File: src/rtl/bcd_scan_driver.sv
// Binary-to-BCD converter (sequential double-dabble) feeding a time-multiplexed
// digit bus with one-hot digit enables for a common-cathode display.
module bcd_scan_driver #(
  parameter int unsigned DIGITS    = 4,
  parameter int unsigned BIN_WIDTH = 14,
  parameter int unsigned SCAN_DIV  = 1000,
  parameter int unsigned BLANK_LZ  = 1
) (
  input  logic                 clk,
  input  logic                 rst,
  input  logic                 load,
  input  logic [BIN_WIDTH-1:0] bin_in,
  output logic                 busy,
  output logic                 overflow,
  output logic [3:0]           digit_out,
  output logic [DIGITS-1:0]    digit_sel
);

  localparam int unsigned AW   = 4*DIGITS + 4;
  localparam int unsigned DW   = 4*DIGITS;
  localparam int unsigned CW   = $clog2(BIN_WIDTH + 1);
  localparam int unsigned PW   = (SCAN_DIV > 1) ? $clog2(SCAN_DIV) : 1;
  localparam int unsigned IW   = $clog2(DIGITS);
  localparam logic [63:0] MAXV = 64'(10**DIGITS) - 64'd1;

  typedef enum logic [1:0] {IDLE, CONV, DONE} state_t;

  state_t                     state, state_n;
  logic [BIN_WIDTH-1:0]       bin_sr;
  logic [AW-1:0]              bcd, bcd_adj;
  logic [AW+BIN_WIDTH-1:0]    shifted;
  logic [CW-1:0]              cnt;
  logic                       ovf_cap;
  logic [DW-1:0]              disp, disp_d, blanked;
  logic                       seen;
  logic [PW-1:0]              presc, presc_n;
  logic [IW-1:0]              idx, idx_n;
  logic                       tc;

  always_ff @(posedge clk) begin
    if (rst) state <= IDLE;
    else     state <= state_n;
  end

  always_comb begin
    state_n = state;
    case (state)
      IDLE:    if (load) state_n = CONV;
      CONV:    if (cnt == CW'(BIN_WIDTH - 1)) state_n = DONE;
      DONE:    state_n = IDLE;
      default: state_n = IDLE;
    endcase
  end

  assign busy = (state != IDLE);

  always_comb begin
    bcd_adj = bcd;
    for (int unsigned i = 0; i < DIGITS + 1; i++) begin
      if (bcd[4*i +: 4] >= 4'd5) bcd_adj[4*i +: 4] = bcd[4*i +: 4] + 4'd3;
    end
    shifted = {bcd_adj, bin_sr} << 1;
  end

  // Scan from the top digit down; zeros stay blanked until the first nonzero digit.
  always_comb begin
    blanked = bcd[DW-1:0];
    seen    = 1'b0;
    for (int unsigned k = 0; k < DIGITS - 1; k++) begin
      if (!seen && bcd[4*(DIGITS-1-k) +: 4] == 4'd0) begin
        if (BLANK_LZ != 0) blanked[4*(DIGITS-1-k) +: 4] = 4'hF;
      end else begin
        seen = 1'b1;
      end
    end
  end

  always_comb begin
    disp_d = disp;
    if (state == DONE) disp_d = ovf_cap ? '1 : blanked;
  end

  always_ff @(posedge clk) begin
    if (rst) begin
      bin_sr   <= '0;
      bcd      <= '0;
      cnt      <= '0;
      ovf_cap  <= 1'b0;
      overflow <= 1'b0;
      disp     <= '0;
    end else begin
      case (state)
        IDLE: if (load) begin
          bin_sr  <= bin_in;
          bcd     <= '0;
          cnt     <= '0;
          ovf_cap <= (64'(bin_in) > MAXV);
        end
        CONV: begin
          bcd    <= shifted[AW+BIN_WIDTH-1:BIN_WIDTH];
          bin_sr <= shifted[BIN_WIDTH-1:0];
          cnt    <= cnt + CW'(1);
        end
        DONE: begin
          disp     <= disp_d;
          overflow <= ovf_cap;
        end
        default: ;
      endcase
    end
  end

  always_comb begin
    tc      = (presc == PW'(SCAN_DIV - 1));
    presc_n = tc ? '0 : presc + PW'(1);
    idx_n   = idx;
    if (tc) idx_n = (idx == IW'(DIGITS - 1)) ? '0 : idx + IW'(1);
  end

  // Select and digit come from the same next index and the same-cycle display
  // value, so a fresh conversion shows up right after DONE.
  always_ff @(posedge clk) begin
    if (rst) begin
      presc     <= '0;
      idx       <= '0;
      digit_sel <= DIGITS'(1);
      digit_out <= '0;
    end else begin
      presc     <= presc_n;
      idx       <= idx_n;
      digit_sel <= DIGITS'(1) << idx_n;
      digit_out <= disp_d[4*idx_n +: 4];
    end
  end

endmodule

File: config.mk
export PLATFORM = sky130hd
export DESIGN_NAME = bcd_scan_driver
export DESIGN_NICKNAME = d
export VERILOG_FILES = /design/src/rtl/bcd_scan_driver.sv
export SDC_FILE = /design/constraint.sdc
export NUM_CORES = 1
export LEC_CHECK = 0
export BUFFER_PORTS_ARGS = -buffer_cell sky130_fd_sc_hd__buf_2
export CORE_MARGIN = 3
export CORE_UTILIZATION = 45
export DETAILED_ROUTE_END_ITERATION = 8
export PLACE_DENSITY_LB_ADDON = 0.08
export SLEW_MARGIN = 20
export SYNTH_ARGS = -nofsm -noshare
export SYNTH_HDL_FRONTEND = slang
export SYNTH_SLANG_ARGS = --single-unit
File: constraint.sdc
create_clock -name clk -period 2.7 [get_ports clk]
set_input_delay 0.135 -clock clk [delete_from_list [all_inputs] [get_ports clk]]
set_output_delay 0.135 -clock clk [all_outputs]
set_load 0.05 [all_outputs]
## After elaboration in Yosys (flattened, before gate mapping)

Index checks and enable logic that the tools add are counted.

| storage, ports and cells | value |
|---|---|
| bits in registers | 78 |
| output and inout port bits | 10 |
| input port bits | 17 |
| word-level logic and storage cells | 70 |

| cells by class | value |
|---|---|
| equal/unequal tests | 7 |
| reductions and logical operators | 13 |
| muxes and demuxes | 23 |
| $add $sub $neg | 8 |
| order comparisons | 6 |
| shift operators | 2 |

Operators with widths:

| cell | count |
|---|---|
| $pmux W20 S2 | 1 |
| $mux W16 | 2 |
| $mux W4 | 8 |
| $pmux W14 S2 | 1 |
| $ge A4 B3 Y1 const B | 5 |
| $mux W20 | 1 |
| $add A4 B2 Y4 const B | 4 |
| $shiftx A16 B5 Y4 | 1 |
| $gt A14 B14 Y1 const B | 1 |
| $mux W14 | 1 |
| $logic_not A4 Y1 | 3 |
| $add A10 B1 Y10 const B | 1 |
| $eq A10 B10 Y1 const B | 1 |
| $mux W2 | 4 |
| $pmux W4 S2 | 1 |
| $reduce_and A2 Y1 | 3 |
| $add A4 B1 Y4 const B | 1 |
| $eq A2 B2 Y1 const B | 2 |
| $eq A4 B4 Y1 const B | 1 |
| $ne A2 B2 Y1 const B | 2 |
| $pmux W2 S2 | 1 |
| $reduce_bool A2 Y1 | 2 |
| $shl A1 B2 Y4 const A | 1 |
| $add A3 B2 Y3 const B | 1 |
| 8 further kinds | 10 |

## Logic depth before layout (Yosys ltp)

Gate-level depths: netlist (run 1).

| logic depth | value |
|---|---|
| word-level depth | 9 |
| gate-level depth with buffers | 7 |
| depth with buffers taken out | 7 |

## Worst setup path before layout (run 1)

Ideal clock, no wire load.

| timing | value |
|---|---|
| path kind | flip-flop to flip-flop |
| from | register presc[0] |
| to | register digit_out[3] |
| data arrival time | 1.768 ns |
| stages on the path, launching flop included | 7 |
| slack | 0.809 ns |
| library setup time | 0.123 ns |
| required time | 2.577 ns |
| period minus slack after synthesis | 1.891 ns |
| buffers on the path | 0 |
| cell sequence | dfxtp_1 > ha_1 > nand4b_2 > nor3_4 > mux2i_4 > mux2i_1 > o22ai_1 |

| on the way | value |
|---|---|
| longest elaborated chain between the ends | 3 |

RTL lines:

| item | line | source |
|---|---|---|
| from (decl) | 36 | `logic [PW-1:0] presc, presc_n;` |
| from (signal assigned) | 129 | `presc <= presc_n;` |
| $eq A10 B10 Y1 | 114 | `tc = (presc == PW'(SCAN_DIV - 1));` |
| $mux W2 | 117 | `if (tc) idx_n = (idx == IW'(DIGITS - 1)) ? '0 : idx + IW'(1);` |
| $shiftx A16 B5 Y4 | 132 | `digit_out <= disp_d[4*idx_n +: 4];` |
| to (signal assigned) | 132 |  |
| to (decl) | 15 | `output logic [3:0] digit_out,` |

Every way passes these cells.
A chain may end at the register's enable or synchronous reset.

## Worst setup path in the final report (run 1)

| timing | value |
|---|---|
| from | register presc[0] |
| to | register digit_out[1] |

Same word-level chain as after synthesis.

==> reports/metrics.sh, run 1 <==
WORST_PATH_REQUIRED_NS=2.94
AREAGROWTHSYNTHTOFINISH_PCT=14.0
POWER.IR.VDD_WORST_mV=0.381
ROUTE.ANTENNA.REMAINING_NETS=0
CLOCK_TREE_FROM_TRITONCTS='built'
POWER_SWITCHING_SHARE_PCT=23.2
WORSTSETUPPATHTYPE='reg -> reg'
P_PER_AREA_nW_PER_UM2=590
FIRST_PASS_ITERS=4
WORSTSETUPENDPOINTTYPE='flop'
PLACE_HPWL_UM=5280
TRANSITION_TIME_OF_THE_TIGHTEST_SLEW_CHECK_PIN_NS=0.646
CLKSINKCOUNT=74
NNETSFINAL=464
GRT_MAX_DEGREE=38
DESIGN.CORE.AREA_UM2=7020
SYNTHMUXAREASHARE_PCT=4.12
PERIOD_SHARE_PCT=77.8
TOTAL_LEAKAGE_POWER_uW=0.00155
GR-TOTAL-OVERFLOW=0
SYNTH_WARNINGS=0
REG2REGPATHDEPTH=6
FMAX_MHz=476
FINAL.SETUP_SKEW_NS=0.0121
CRIT-REG2REG-LAUNCH='presc[0]'
DIE_W_UM=92.5
POWER.SHARE.COMBINATIONAL_PCT=6.6
HOLD_PATH_END='bin_sr[0]'
YS_SEQ_ELEMENTS=74
DOMINANTREGCELLSYNTH='sky130_fd_sc_hd__dfxtp_1'
TIMING.CRITICAL_PATH.SLOWEST_CELL_DELAY_NS=0.50
CLOCKPOWERSHARE_PCT=43.1
SYNTHDISTINCTLIBCELLS=44
GRT_FIRST_PASS_WIRELENGTH_UM=12800
DETAILED_ROUTE_WL_UM=7440
UNREPAIRED_SETUP_ENDPOINTS_AFTER_GLOBAL_ROUTING='false'
COMBINATIONAL_FAMILY_WITH_THE_MOST_AREA_AFTER_SYNTHESIS='simple AND/OR/NAND/NOR gates'
YOSYS.AREA_SHARE.SIMPLE_PCT=26.3
CTS-BUFFERS-INSERTED=9
ANTENNA_VIOLATIONS_BEFORE_REPAIR=0
SYNTH_AREA_UM2=3370
RUN_STATUS='finished, final reports clean'
CTS_SETUP_BUFFERS=0
SETUP_TOTAL_NEGATIVE_SLACK_NS=0
WORST-ENDPOINT-ARRIVAL_NS=2.34
FINAL_PERIOD_MINUS_WORST_SETUP_SLACK_NS=2.10
START_UTIL_PCT=48.0
DIODES=0
AREA_SHARE_OF_THE_LARGEST_CELL_TYPE_AFTER_SYNTHESIS_PCT=44.0
TIMING.CRITICAL_PATH.SLOWEST_STAGE_CELL='sky130_fd_sc_hd__mux2i_4'
VIA_COUNT_OF_THE_FIRST_GLOBAL_ROUTING_PASS=2611
HOLD_PATH.CLASS='in -> reg'
MAX_SLEW_MARGIN_PCT=56.9
SYNTH_LARGEST_AREA_CELL='sky130_fd_sc_hd__dfxtp_1'
GR-USAGE-ALL-LAYERS_PCT=18.8
R2R_SETUP_SLACK_NS=0.60
DIE_HEIGHT_UM=92.5
ROOT_BUFFER='sky130_fd_sc_hd__clkbuf_8'
DIE_AREA_UM2=8560
SYNTH_EDF_COUNT=0
SWITCHING_POWER_uW=526
SETUP_VIOL=0
MAPPED_CELLS=407
DRV_SLEW=0
CTS_RESIZED=0
SYNTH.YOSYS.SEQ_AREA_SHARE_PCT=44.0
DRC=0
CLOCK_INSERTION_DELAY_WORST_SKEW_NS=0.35
WORSTPATHMAXFANOUT=9
NUMPORTBUFFERS=26
MAPPEDNETLISTNETS=438
AVGVIACOUNTPERCELL=5.30
WL_PER_CELL_UM=13.9
INITIALDRTVIOLATIONCOUNT=179
SYN_AREA_CELL_UM2=8.28
TIMING.MAX_CAP.VIOLATIONS=0
HOLD_PATH_DEPTH=3
H-TREE-DEPTH=3
YS_TOP_CELLS_BY_AREA='sky130_fd_sc_hd__dfxtp_1 (44%), sky130_fd_sc_hd__nor2_1 (7.0%), sky130_fd_sc_hd__ha_1 (5.2%)'
FRACTION_OF_SYNTHESIS_FLOPS_USING_AN_ASYNCHRONOUS_SET_OR_RESET_PIN_PCT=0
TOP_LEVEL_PORTS=27
CELL_INTERNAL_PWR_uW=1740
SYNTH_FA_HA_AREA_SHARE_PCT=5.20
FINAL_HOLD_SLACK_NS=0.0139
SEQPWRFRAC_PCT=50.3
TIMING.RR.END='digit_out[1]'
SYNTH_COMPOUND_AREA_SHARE_PCT=13.6
CTS_HOLD_REPAIR.BUFFERS=0
VIAS=2830
CRIT_PATH_CELL_TRACE='ha_1 > nand4b_2 > nor3_4 > mux2i_4 > mux2i_1 > o22ai_1'
WORST_SETUP_PATH_START_KIND='flop'
CLOCKBUFFERDEPTH=2
CTS.CLK_SLEW.WORST_PATHS_NS=0.08
YOSYS.AREA_SHARE.XOR_XNOR_PCT=3.12
CORE.ROWCOUNT=30
WORSTHOLDSTART='bin_in[0]'
WEIGHTED_CONGESTION_AT_THE_END_OF_ROUTABILITY_DRIVEN_GLOBAL_PLACEMENT=0.781
HOLD_VIOLATIONS=0
FRACTION_OF_LAYOUT_CELLS_WITH_A_SIZE_SUFFIX_ABOVE_1_PCT=13.9
[per-stage QoR]
step                      area [µm²]  power (µW)  std cells  setup slack, ns  utilization, %
after CTS                       3840        2290        534            0.595            54.7
final                           3840        2270        534            0.599            54.7
after floorplan                 3370        1260        407            0.809               -
after global routing            3840        2360        534            0.480            54.7
after detailed placement        3610        1310        518            0.600            51.4
after global placement          3610        1310        518            0.720            51.4
[flip-flops by register name, indices dropped and copies added (netlist names)]
signal,count
digit_out,4
bin_sr,14
cnt,4
presc,10
overflow,1
ovf_cap,1
digit_sel,4
idx,2
state,2
bcd,16
disp,16
[cells in the final DEF, fill, tap and decap left out, types with 14 or more instances in the layout]
cell type	synthesis	routed
sky130_fd_sc_hd__dfxtp_1	74	74
sky130_fd_sc_hd__a21oi_1	31	31
sky130_fd_sc_hd__nand2_1	25	25
sky130_fd_sc_hd__o21ai_0	27	27
sky130_fd_sc_hd__nor2_1	63	63
sky130_fd_sc_hd__buf_2	1	26
sky130_fd_sc_hd__nand3_1	23	23
sky130_fd_sc_hd__ha_1	14	14
sky130_fd_sc_hd__nor3_1	29	29
[power groups by stage]
| stage | Combinational, µW | Clock (µW) | Sequential (µW) |
|---|---|---|---|
| after CTS | 149 | 999 | 1140 |
| final | 149 | 976 | 1140 |
| after global placement | 148 | 0 | 1160 |
| after floorplan | 102 | 0 | 1160 |
| after global routing | 169 | 1050 | 1140 |
| after detailed placement | 149 | 0 | 1170 |
[synthesized netlist by cell type (2+ instances only)]
master and count:
sky130_fd_sc_hd__o22a_1 3, sky130_fd_sc_hd__o211ai_1 2, sky130_fd_sc_hd__nand4_1 3, sky130_fd_sc_hd__nor3_1 29, sky130_fd_sc_hd__xnor2_1 7, sky130_fd_sc_hd__a31oi_1 5
sky130_fd_sc_hd__nor3b_1 3, sky130_fd_sc_hd__dfxtp_1 74, sky130_fd_sc_hd__inv_1 13, sky130_fd_sc_hd__mux2i_1 9, sky130_fd_sc_hd__nand2b_1 7, sky130_fd_sc_hd__o22ai_1 4
sky130_fd_sc_hd__nand2_1 25, sky130_fd_sc_hd__and2_1 13, sky130_fd_sc_hd__or2_2 3, sky130_fd_sc_hd__nor2_1 63, sky130_fd_sc_hd__clkbuf_1 17, sky130_fd_sc_hd__buf_1 2
sky130_fd_sc_hd__a21oi_1 31, sky130_fd_sc_hd__ha_1 14, sky130_fd_sc_hd__o31ai_1 2, sky130_fd_sc_hd__xor2_1 5, sky130_fd_sc_hd__o21ai_0 27, sky130_fd_sc_hd__nand3_1 23
sky130_fd_sc_hd__nor2b_1 4
[area by class of cell]
| type | instances | area (µm²) |
|---|---|---|
| fillers | 658 | 3180 |
| multi-input cells | 300 | 1760 |
| flip-flops and latches | 74 | 1480 |
| repair buffers | 35 | 198 |
| clock buffers | 12 | 155 |
| well taps | 96 | 120 |
| clock inverters | 4 | 73.8 |
| inverters | 13 | 48.8 |
[critical path, delay by kind of cell (launching register included)]
kind | cells | cell delay [ns]
AOI/OAI and AO/OA | 1 | 0.11
adders and majority gates | 1 | 0.25
DFF | 1 | 0.37
muxes | 2 | 0.77
and+or+nand+nor | 2 | 0.49
[metal layers]
layer  global-route usage, %  share of wire, %  vias to the layer above
li1                        -                 -                     1456
met1                    26.8                51                     1316
met5                       0                 0                        -
met4                    5.69               1.5                        0
met2                    27.4                43                       47
met3                    5.28               4.1                       11
[how the worst max path moves through the flow]
stage | from | endpoint | slack, ns | cells past startpoint
2_1_floorplan | presc[0] | digit_out[3] | 0.81 | 6
3_3_place_gp | presc[0] | digit_out[3] | 0.72 | 6
3_5_place_dp | presc[0] | digit_out[1] | 0.60 | 6
4_1_cts | presc[0] | digit_out[1] | 0.60 | 6
5_1_grt | presc[0] | digit_out[1] | 0.48 | 6
6_report | presc[0] | digit_out[1] | 0.60 | 6
[kinds of logic (layout without fill, tap and decap cells)]
logic type | Yosys count | count (layout)
AND/OR/NAND/NOR | 182 | 182
AO/OA/AOI/OAI | 80 | 80
flip-flops | 74 | 74
buffers and inverters | 33 | 64
adder cells (fa/ha/maj) | 14 | 14
XOR/XNOR | 12 | 12
multiplexers | 12 | 12
No activity file was read; power rests on OpenSTA's default activity.
==> run 2, diff against run 1 <==
--- a/config.mk
+++ b/config.mk
@@ -5,6 +5,7 @@
 export SDC_FILE = /design/constraint.sdc
 export NUM_CORES = 1
 export LEC_CHECK = 0
+export ABC_AREA = 1
 export BUFFER_PORTS_ARGS = -buffer_cell sky130_fd_sc_hd__buf_2
 export CORE_MARGIN = 3
 export CORE_UTILIZATION = 45
==> constraint.sdc (replaced) <==
create_clock -name clk -period 1.9 [get_ports clk]
set_input_delay 0.095 -clock clk [delete_from_list [all_inputs] [get_ports clk]]
set_output_delay 0.095 -clock clk [all_outputs]
set_load 0.05 [all_outputs]
==> reports/metrics.sh, run 2 <==
RUN_STATUS='finished, final reports clean'
DRV_SLEW=0  # unchanged
FINAL_PERIOD_MINUS_WORST_SETUP_SLACK_NS=1.59  # -0.509 ns
MAPPEDNETLISTNETS=475  # +8.4%
DETAILED_ROUTE_WL_UM=7130  # -4.2%
SYN_AREA_CELL_UM2=7.58  # -8.5%
WORSTPATHMAXFANOUT=10  # +1
CORE.ROWCOUNT=30  # unchanged
LAYOUT.CELLS.MOST_COMMON_LIST='sky130_fd_sc_hd__nand2_1 (75), sky130_fd_sc_hd__dfxtp_1 (74), sky130_fd_sc_hd__nor2_1 (54)'
VIA_COUNT_OF_THE_FIRST_GLOBAL_ROUTING_PASS=2720  # +4.2%
WEIGHTED_CONGESTION_AT_THE_END_OF_ROUTABILITY_DRIVEN_GLOBAL_PLACEMENT=0.802  # +2.6%
H-TREE-DEPTH=3  # unchanged
SYNTH_AREA_UM2=3360  # -0.15%
FRACTION_OF_LAYOUT_CELLS_WITH_A_SIZE_SUFFIX_ABOVE_1_PCT=14.0  # +0.090 points
CRIT_TOP_CELL='sky130_fd_sc_hd__nand2_1'
DESIGN.CORE.AREA_UM2=7020  # unchanged
CP_NUM_BUF_INV=2  # +2
SYNTHDISTINCTLIBCELLS=33  # -25%
DRC=0  # unchanged
WORSTSETUPPATHTYPE='reg -> reg'
CRIT-REG2REG-LAUNCH='presc[0]'
INITIALDRTVIOLATIONCOUNT=97  # -46%
CLOCK_INSERTION_DELAY_WORST_SKEW_NS=0.34  # about the same
SYNTH.CELLS.MOST_FREQUENT='sky130_fd_sc_hd__nand2_1 (75), sky130_fd_sc_hd__dfxtp_1 (74), sky130_fd_sc_hd__nor2_1 (54)'
REG2REGPATHDEPTH=10  # +4
WORST_SETUP_PATH_START_KIND='flop'
TIMING.CRITICAL_PATH.SLOWEST_STAGE_CELL='sky130_fd_sc_hd__dfxtp_1'
POST-SYNTH-TOP-COUNT-CELL='sky130_fd_sc_hd__nand2_1'
VIAS=2890  # +2.1%
FMAX_MHz=628  # +32%
FIRST_PASS_ITERS=4  # unchanged
GR-TOTAL-OVERFLOW=0  # unchanged
CRIT_PATH_CELL_TRACE='ha_1 > nand2_1 > inv_1 > nand3_1 > nand2_1 > nand2_4 > inv_4 > nand2_1 > nand3_1 > nand2_1'
UNREPAIRED_SETUP_ENDPOINTS_AFTER_GLOBAL_ROUTING='false'
CP-ENDPOINT='digit_out[0]'
FINISH.UTILIZATION_PCT=53.8  # -0.89 points
P_PER_AREA_nW_PER_UM2=783  # +33%
ROOT_BUFFER='sky130_fd_sc_hd__clkbuf_8'
HOLD_PATH.CLASS='in -> reg'
WORST-ENDPOINT-ARRIVAL_NS=1.83  # -0.51 ns
DIE_W_UM=92.5  # about the same
SYNTH.YOSYS.SEQ_AREA_SHARE_PCT=44.0  # +0.065 points
GR-USAGE-ALL-LAYERS_PCT=17.7  # -1.1 points
LAYOUT.CELLS.MOST_COMMON='sky130_fd_sc_hd__nand2_1'
AREAGROWTHSYNTHTOFINISH_PCT=12.3
NUMPORTBUFFERS=26  # unchanged
TRANSITION_TIME_OF_THE_TIGHTEST_SLEW_CHECK_PIN_NS=0.498  # -0.148 ns
CLOCK_TREE_FROM_TRITONCTS='built'
WORST_PATH_REQUIRED_NS=2.14  # -0.80 ns
WORSTSETUPENDPOINTTYPE='flop'
DIE_HEIGHT_UM=92.5  # about the same
HOLD_VIOLATIONS=0  # unchanged
CTS-BUFFERS-INSERTED=9  # unchanged
TIMING.CRITICAL_PATH.DEPTH=10  # +4
SETUP_TOTAL_NEGATIVE_SLACK_NS=0  # unchanged
GRT_FIRST_PASS_WIRELENGTH_UM=12200  # -5.0%
TOP_LEVEL_PORTS=27  # unchanged
MAPPED_CELLS=444  # +9.1%
WL_PER_CELL_UM=12.4  # -11%
DIE_AREA_UM2=8550  # -0.14%
ANTENNA_VIOLATIONS_BEFORE_REPAIR=0  # unchanged
LARGEST_REGISTERS='bcd (16), disp (16), bin_sr (14)'
PLACE_HPWL_UM=4930  # -6.6%
TIMING.RR.END='digit_out[0]'
YS_SEQ_ELEMENTS=74  # unchanged
CLOCKBUFFERDEPTH=2  # unchanged
CRITICAL_PATH.STARTPOINT='presc[0]'
R2R_SETUP_SLACK_NS=0.31  # -0.29 ns
SETUP_VIOL=0  # unchanged
CRITPATHTOPFAMILY='simple AND/OR/NAND/NOR gates'
CTS.CLK_SLEW.WORST_PATHS_NS=0.07  # about the same
CTS_SETUP_BUFFERS=0  # unchanged
ROUTE.ANTENNA.REMAINING_NETS=0  # unchanged
START_UTIL_PCT=47.9  # -0.071 points
GRT_MAX_DEGREE=46  # +21%
DOMINANTREGCELLSYNTH='sky130_fd_sc_hd__dfxtp_1'
SYNTH_LARGEST_AREA_CELL='sky130_fd_sc_hd__dfxtp_1'
AVGVIACOUNTPERCELL=5.03  # -5.0%
CLKSINKCOUNT=74  # unchanged
DIODES=0  # unchanged
SYNTH_WARNINGS=0  # unchanged
TIMING.CRITICAL_PATH.SLOWEST_CELL_DELAY_NS=0.35  # -0.15 ns
MAX_SLEW_MARGIN_PCT=66.8  # +9.9 points
FINAL.SETUP_SKEW_NS=0.00752  # -0.00453 ns
NNETSFINAL=504  # +8.6%
SYNTH_EDF_COUNT=0  # unchanged
TIMING.MAX_CAP.VIOLATIONS=0  # unchanged
FRACTION_OF_SYNTHESIS_FLOPS_USING_AN_ASYNCHRONOUS_SET_OR_RESET_PIN_PCT=0  # unchanged
YS_TOP_CELLS_BY_AREA='sky130_fd_sc_hd__dfxtp_1 (44%), sky130_fd_sc_hd__nand2_1 (8.4%), sky130_fd_sc_hd__a21oi_1 (6.2%)'
TOTAL_LEAKAGE_POWER_uW=0.00164  # +5.4%
PERIOD_SHARE_PCT=83.8  # +6.0 points
POWER.IR.VDD_WORST_mV=0.511  # +34%
AREA_SHARE_OF_THE_LARGEST_CELL_TYPE_AFTER_SYNTHESIS_PCT=44.0  # +0.065 points
run 2: cell types whose count changed after synthesis, moves of 11 or more:
| cell | before | now |
|---|---|---|
| sky130_fd_sc_hd__a21oi_1 | 31 | 42 |
| sky130_fd_sc_hd__and2_1 | 13 | 0 |
| sky130_fd_sc_hd__clkbuf_1 | 17 | 6 |
| sky130_fd_sc_hd__inv_1 | 13 | 53 |
| sky130_fd_sc_hd__nand2_1 | 25 | 75 |
| sky130_fd_sc_hd__nor3_1 | 29 | 4 |
| sky130_fd_sc_hd__o221ai_1 | 0 | 12 |
run 2: worst reg2reg max path, stage by stage (launching register included):
cell	delay (ns)
sky130_fd_sc_hd__dfxtp_1	0.35
sky130_fd_sc_hd__ha_1	0.17
sky130_fd_sc_hd__nand2_1	0.07
sky130_fd_sc_hd__inv_1	0.16
sky130_fd_sc_hd__nand3_1	0.12
sky130_fd_sc_hd__nand2_1	0.14
sky130_fd_sc_hd__nand2_4	0.12
sky130_fd_sc_hd__inv_4	0.14
sky130_fd_sc_hd__nand2_1	0.07
sky130_fd_sc_hd__nand3_1	0.09
sky130_fd_sc_hd__nand2_1	0.06
run 2: repair_timing:
action | CTS | global route
hold buffers | 1 | 0
gates resized for setup | 0 | 0
endpoints found under the hold margin | 1 | 0
run 2: power by group:
| group | leakage [µW] | internal [µW] | switching [µW] | total, µW |
|---|---|---|---|---|
| clock | 0.0000965 | 579 | 550 | 1130 |
| combinational | 0.000940 | 74.6 | 137 | 212 |
| sequential | 0.000600 | 1590 | 26.1 | 1620 |
| total | 0.00164 | 2250 | 713 | 2960 |
run 2: worst min path at each step:
| stage | from | end | slack, ns | cells after the start |
|---|---|---|---|---|
| after global routing | bin_in[13] | bin_sr[13] | 0.08 | 3 |
| final | bin_in[13] | bin_sr[13] | 0.08 | 3 |
| after floorplan | bin_in[0] | bin_sr[0] | 0.24 | 2 |
| after global placement | bin_in[0] | bin_sr[0] | 0.35 | 3 |
| after CTS | bin_in[13] | bin_sr[13] | 0.06 | 3 |
| after detailed placement | bin_in[0] | bin_sr[0] | 0.36 | 3 |
run 2: cells by family after synthesis:
logic type | after synthesis | synth area share, %
fa+ha+maj | 14 | 5.21
simple gates | 190 | 25.4
compound gates | 90 | 15.8
flops | 74 | 44.0
xor+xnor | 3 | 0.781
buf+inv | 73 | 8.78
run 2: final cells by class:
| class | count | area, µm² |
|---|---|---|
| multi-input combinational | 297 | 1590 |
| inverter | 58 | 220 |
| clock inverter | 2 | 10.0 |
| tap | 96 | 120 |
| timing repair buffer | 33 | 185 |
| sequential | 74 | 1480 |
| fill | 722 | 3240 |
| clock buffer | 14 | 173 |
run 2: metal layers:
metal  vias to the layer above  routed length [µm]  track usage (%)
met2                        37                3420             29.5
li1                       1529                   -                -
met4                         0                 147             7.80
met1                      1312                3350             21.5
met5                         -                   0                0
met3                        12                 205             4.14
run 2: per-stage QoR:
| step | hold WS (ns) | setup slack (ns) | cell area, µm² | std cells | power [µW] |
|---|---|---|---|---|---|
| 2_1_floorplan | 0.242 | 0.302 | 3360 | 444 | 1800 |
| 3_3_place_gp | 0.350 | 0.325 | 3580 | 557 | 1860 |
| 3_5_place_dp | 0.357 | 0.311 | 3580 | 557 | 1870 |
| 4_1_cts | 0.0619 | 0.288 | 3780 | 574 | 3000 |
| 5_1_grt | 0.0803 | 0.132 | 3780 | 574 | 3090 |
| 6_report | 0.0757 | 0.308 | 3780 | 574 | 2960 |
